<file path="config.mk">
export PLATFORM = sky130hd
export DESIGN_NAME = axis_seq_append
export DESIGN_NICKNAME = d
export VERILOG_FILES = /design/src/rtl/axis_seq_append_pkg.sv /design/src/rtl/axis_out_reg.sv /design/src/rtl/axis_seq_append.sv
export SDC_FILE = /design/constraint.sdc
export NUM_CORES = 1
export LEC_CHECK = 0
export BUFFER_PORTS_ARGS = -buffer_cell sky130_fd_sc_hd__buf_2
export CAP_MARGIN = 20
export CORE_UTILIZATION = 51
export DETAILED_ROUTE_END_ITERATION = 16
export PLACE_DENSITY = 0.85
export SETUP_SLACK_MARGIN = 0.5
export SYNTH_ARGS = -nofsm -noshare
export SYNTH_HDL_FRONTEND = slang
export SYNTH_HIERARCHICAL = 1
export SYNTH_SLANG_ARGS = --single-unit
</file>
<file path="constraint.sdc">
create_clock -name m_axis_aclk -period 2.6 [get_ports m_axis_aclk]
set_input_delay 0.13 -clock m_axis_aclk [delete_from_list [all_inputs] [get_ports m_axis_aclk]]
set_output_delay 0.13 -clock m_axis_aclk [all_outputs]
set_load 0.005 [all_outputs]
</file>
<file path="src/rtl/axis_seq_append_pkg.sv">
// axis_seq_append_pkg: shared FSM state encoding for the sequence-append tagger
package axis_seq_append_pkg;
    typedef enum logic [1:0] {
        S_IDLE = 2'd0,
        S_PASS = 2'd1,
        S_SEQ  = 2'd2
    } state_t;
endpackage

</file>
<file path="src/rtl/axis_out_reg.sv">
// axis_out_reg: registered valid/ready output slice
//   clk, rst_n            clock, async active-low reset
//   in_valid, in_data     payload offered for loading
//   load_en               register can take a new payload this cycle
//   out_valid, out_data   registered outputs, held while out_valid && !out_ready
//   out_ready             downstream ready
module axis_out_reg #(
    parameter int W = 33
) (
    input  logic         clk,
    input  logic         rst_n,
    input  logic         in_valid,
    input  logic [W-1:0] in_data,
    output logic         load_en,
    output logic         out_valid,
    output logic [W-1:0] out_data,
    input  logic         out_ready
);
    assign load_en = !out_valid || out_ready;
    always_ff @(posedge clk or negedge rst_n) begin
        if (!rst_n) begin
            out_valid <= 1'b0;
            out_data  <= '0;
        end else if (load_en) begin
            out_valid <= in_valid;
            if (in_valid) out_data <= in_data;
        end
    end
endmodule

</file>
<file path="src/rtl/axis_seq_append.sv">
// axis_seq_append: AXI-Stream packet forwarder that appends a sequence-number trailer
//   m_axis_aclk, m_axis_aresetn   clock, async active-low reset
//   ctrl_seq_en                   sampled at first beat: 1 append trailer, 0 passthrough
//   s_axis_*                      input stream (tvalid/tdata/tlast/tready)
//   m_axis_*                      registered output stream
//   stat_seq                      sequence number the next trailer will carry
module axis_seq_append
    import axis_seq_append_pkg::*;
#(
    parameter int DATA_W   = 32,
    parameter int SEQ_W    = 16,
    parameter int SEQ_INIT = 1
) (
    input  logic              m_axis_aclk,
    input  logic              m_axis_aresetn,
    input  logic              ctrl_seq_en,
    input  logic              s_axis_tvalid,
    input  logic [DATA_W-1:0] s_axis_tdata,
    input  logic              s_axis_tlast,
    output logic              s_axis_tready,
    output logic              m_axis_tvalid,
    output logic [DATA_W-1:0] m_axis_tdata,
    output logic              m_axis_tlast,
    input  logic              m_axis_tready,
    output logic [SEQ_W-1:0]  stat_seq
);
    state_t state, state_nx;
    logic en_q, tr_q, load_en, accept, in_en, ld_valid, ld_last;
    logic [DATA_W-1:0] ld_data;
    logic [DATA_W:0] out_pl;
    assign s_axis_tready = load_en && state != S_SEQ && m_axis_aresetn;
    assign accept = s_axis_tvalid && s_axis_tready;
    // first beat uses the live enable, later beats the one latched at packet start
    assign in_en = state == S_IDLE ? ctrl_seq_en : en_q;
    always_comb begin
        state_nx = state;
        ld_valid = accept;
        ld_data  = s_axis_tdata;
        ld_last  = s_axis_tlast & ~in_en;
        if (state == S_SEQ) begin
            ld_valid = load_en;
            ld_data  = DATA_W'(stat_seq);
            ld_last  = 1'b1;
            if (load_en) state_nx = S_IDLE;
        end else if (accept) begin
            state_nx = !s_axis_tlast ? S_PASS : in_en ? S_SEQ : S_IDLE;
        end
    end
    always_ff @(posedge m_axis_aclk or negedge m_axis_aresetn) begin
        if (!m_axis_aresetn) begin
            state    <= S_IDLE;
            en_q     <= 1'b0;
            tr_q     <= 1'b0;
            stat_seq <= SEQ_W'(SEQ_INIT);
        end else begin
            state <= state_nx;
            if (accept && state == S_IDLE) en_q <= ctrl_seq_en;
            // tr_q marks that the word sitting in the output register is a trailer
            if (load_en) tr_q <= state == S_SEQ;
            if (m_axis_tvalid && m_axis_tready && tr_q)
                stat_seq <= stat_seq == '1 ? SEQ_W'(SEQ_INIT) : stat_seq + 1'b1;
        end
    end
    axis_out_reg #(.W(DATA_W + 1)) u_out (
        .clk      (m_axis_aclk),
        .rst_n    (m_axis_aresetn),
        .in_valid (ld_valid),
        .in_data  ({ld_last, ld_data}),
        .load_en  (load_en),
        .out_valid(m_axis_tvalid),
        .out_data (out_pl),
        .out_ready(m_axis_tready)
    );
    assign m_axis_tlast = out_pl[DATA_W];
    assign m_axis_tdata = out_pl[DATA_W-1:0];
endmodule

</file>
==> summary.txt <==
Worst setup path
  • Worst-path fanout max: 17
  • Worst setup EP type: register
  • Top delay family on crit path: compound AO/OA/AOI/OAI gates
  • Critical Path AT: 2140 ps
  • Worst Path Buf+Inv: 0
  • CP Cell Sequence: nand2b_4, a21boi_1, nand2_4, mux2_4
  • R2r worst-path depth: 4
  • WP data required: 2780 ps
  • CP Depth: 4
  • CP max stage cell: a21boi_1
  • Max incr delay on CP: 520 ps
  • CP Class: reg2reg
  • Worst setup SP type: register

Clocking
  • CTS Sinks: 54
  • Worst skew pair latency: 290 ps
  • Root buffer cell: clkbuf_8
  • H-tree levels: 2
  • Num CTS Buffers: 5
  • Postcts setup bufs: 0
  • Clock transition at path regs: approximately 100 ps
  • Clock Tree Buf Depth: 2
  • Cts hold-fix bufs: 0
  • CTS tree: yes

Layout
  • ANT cells: 0
  • Fraction of layout cells with a size suffix above 1: 51.8%
  • P&R area growth vs syn: 20.5%
  • Nets: 339

Yosys
  • Syn Area/Cell: 13.0 um2
  • Synth Warn #: 6
  • Synth Flop Type: dfrtp_1
  • Area share of the leading cell type in the synthesized netlist: 48.2%
  • Synthesized instance count: 212
  • Synth area leaders: dfrtp_1 (48%), mux2_4 (16%), mux2_2 (8.2%), and2_1 (3.6%), xnor2_1 (2.9%)
  • FFs w/ async S/R, synth: 100%
  • Count of flip-flops with a built-in enable after synthesis: 0
  • Post-synth top area cell: dfrtp_1
  • #FFs+latches synth: 54
  • Post-synth cell types: 39
  • Synthesized Nets: 251
  • Seq/Total Area, Yosys: approximately half
  • Syn Std Cell Area: 0.00275 mm2

Floorplan
  • DIE WIDTH: about 75 um
  • Die height: 75.4 um
  • Starting Density: between 50% and 60%
  • IO Pins: between 80 and 90
  • # rows: 26
  • Core Region: 0.00514 mm2
  • Die footprint: 0.00569 mm2

Power
  • Cell Pwr Density: around 990 mW/mm2
  • VDD IR max: just over 0.0006 V
  • Pleak: 0.00171 uW

GRT
  • First-pass GRT wire length: 8390 um
  • Largest net degree at the start of global routing: 57
  • Initial antenna violation count: 0
  • Tot GR Track Use: around a fifth
  • GRT Residual Overflow: 0
  • Number of global-route vias before repair: 1754

Drt
  • DR DRC count: 0
  • Mean routed wirelength per cell: 14.6 um
  • Number of DRC markers in iteration 0: 93
  • Final wirelength: between 5000 and 6000 um
  • Avg Vias per Cell: slightly above 5
  • Antenna-violating nets left: 0
  • 1st-pass router iterations: 4
  • Routed vias: 1918

Timing
  • F_max: 0.511 GHz
  • Hold slack: -12.8 ps
  • Least-Margin Pin Slew: 675 ps
  • Setup TNS: 0 ps
  • Fin. max-slew vios: 0
  • Clk_skew: 5.11 ps
  • Final worst setup slack: between 600 and 700 ps
  • Final Hold Viols: 16
  • RSZ-0062 raised after global routing: false
  • Final Cycle Share: between 70 and 80%
  • Slew headroom: 55.0%
  • Endpoints failing setup: 0
  • Fin crit period: 1960 ps

Placement
  • Pre-CTS setup slack: between 400 and 500 ps
  • Placed wire-length estimate: 3660 um
  • I/O Buffers: 88
  • Gpl congestion: 0.787

Min path
  • Worst min path class: in2async

Outcome
  • Status: finished, violations left
  • Failing checks: hold timing

Job
  • Max_cap viols: 0
==> cell usage after synthesis (2+ instances only) <==
| library cell | count |
|---|---|
| a21oi_1 | 4 |
| mux2i_1 | 2 |
| dfrtp_1 | 53 |
| buf_12 | 3 |
| xnor2_1 | 9 |
| and4_1 | 2 |
| mux2_2 | 20 |
| mux2_4 | 30 |
| nand4_1 | 6 |
| and2_1 | 16 |
| xor2_1 | 3 |
| or4_1 | 2 |
| nand3_1 | 6 |
| clkbuf_1 | 4 |
| nand2_1 | 15 |
| nor2_1 | 8 |
| buf_2 | 3 |
| and3_1 | 3 |
| nor4_1 | 2 |
| o31ai_1 | 2 |
==> routing by layer <==
metal | track usage, % | vias up | share of wire (%)
li1 | - | 920 | -
met1 | 27.9 | 947 | 48
met5 | 0 | - | 0
met3 | 3.17 | 2 | 3.2
met4 | 3.70 | 0 | 0.50
met2 | 30.8 | 49 | 48
==> worst register-to-register path: stages (launching register included) <==
cell      delay [ps]
dfrtp_1          450
nand2b_4         160
a21boi_1         520
nand2_4          330
mux2_4           390
==> cells in the final DEF, fill, tap and decap left out, types with 2 or more instances in the layout <==
cell type	Yosys	layout
a21oi_1	4	4
and2_1	16	16
and3_1	3	3
and4_1	2	2
buf_2	3	88
buf_4	0	2
clkbuf_8	0	6
dfrtp_1	53	53
mux2_2	20	20
mux2_4	30	30
mux2i_1	2	2
nand2_1	15	15
nand2_4	1	2
nand3_1	6	6
nand4_1	6	6
nor2_1	8	8
nor4_1	2	2
o31ai_1	2	2
or4_1	2	2
xnor2_1	9	9
xor2_1	3	3
==> stage by stage <==
stage	std cells	instance area, um2	util [%]	power (uW)
after global placement	362	3200	62.3	2740
after floorplan	212	2750	-	2390
after CTS	370	3300	64.2	3280
after global routing	371	3310	64.5	3500
after detailed placement	362	3200	62.3	2790
final	371	3310	64.5	3270
==> flip-flops by register name (all words and copies together), names as in the netlist <==
signal,flops
tr_q,1
stat_seq,16
en_q,1
u_out/out_valid,1
u_out/out_data,33
state,2
==> what timing repair did <==
item	CTS	global route
resized for setup	1	2
pin swaps	0	2
endpoints found under the setup margin	6	38
gates cloned	0	1
==> cell families after synthesis <==
family,count (synthesis),share of synthesized area (%)
buf+inv,11,3.41
xor+xnor,12,3.82
mux,52,25.3
fa+ha+maj,1,0.455
simple gates,70,14.8
compound gates,12,2.96
flops,54,49.2
==> final timing paths <==
path | from | endpoint | slack, ps
min in group m_axis_aclk | s_axis_tlast | state[0]$_DFFE_PN0P_ | 60
max | u_out/out_valid$_DFFE_PN0P_ | u_out/out_data[13]$_DFFE_PN0P_ | 640
max reg2reg | u_out/out_valid$_DFFE_PN0P_ | u_out/out_data[13]$_DFFE_PN0P_ | 640
min | m_axis_aresetn | u_out/out_data[4]$_DFFE_PN0P_ | -10
max in group asynchronous | m_axis_aresetn | u_out/out_data[17]$_DFFE_PN0P_ | 2170
min reg2reg | u_out/out_data[30]$_DFFE_PN0P_ | u_out/out_data[30]$_DFFE_PN0P_ | 510
==> report_power, final <==
part	total (uW)	leakage [uW]	internal (uW)	switching (uW)
Sequential	1390	0.000675	1170	226
Combinational	1400	0.000989	870	529
Clock	477	0.0000482	216	261
Total	3270	0.00171	2250	1020
==> final cells by class <==
class	instances	area, um2
Clock inverter	1	5.00
Multi-Input combinational cell	148	1320
Tap cell	70	87.6
Timing Repair Buffer	90	455
Clock buffer	7	86.3
Fill cell	427	1830
Sequential cell	54	1350
Inverter	1	3.75
Power figures use the tool's default switching activity.
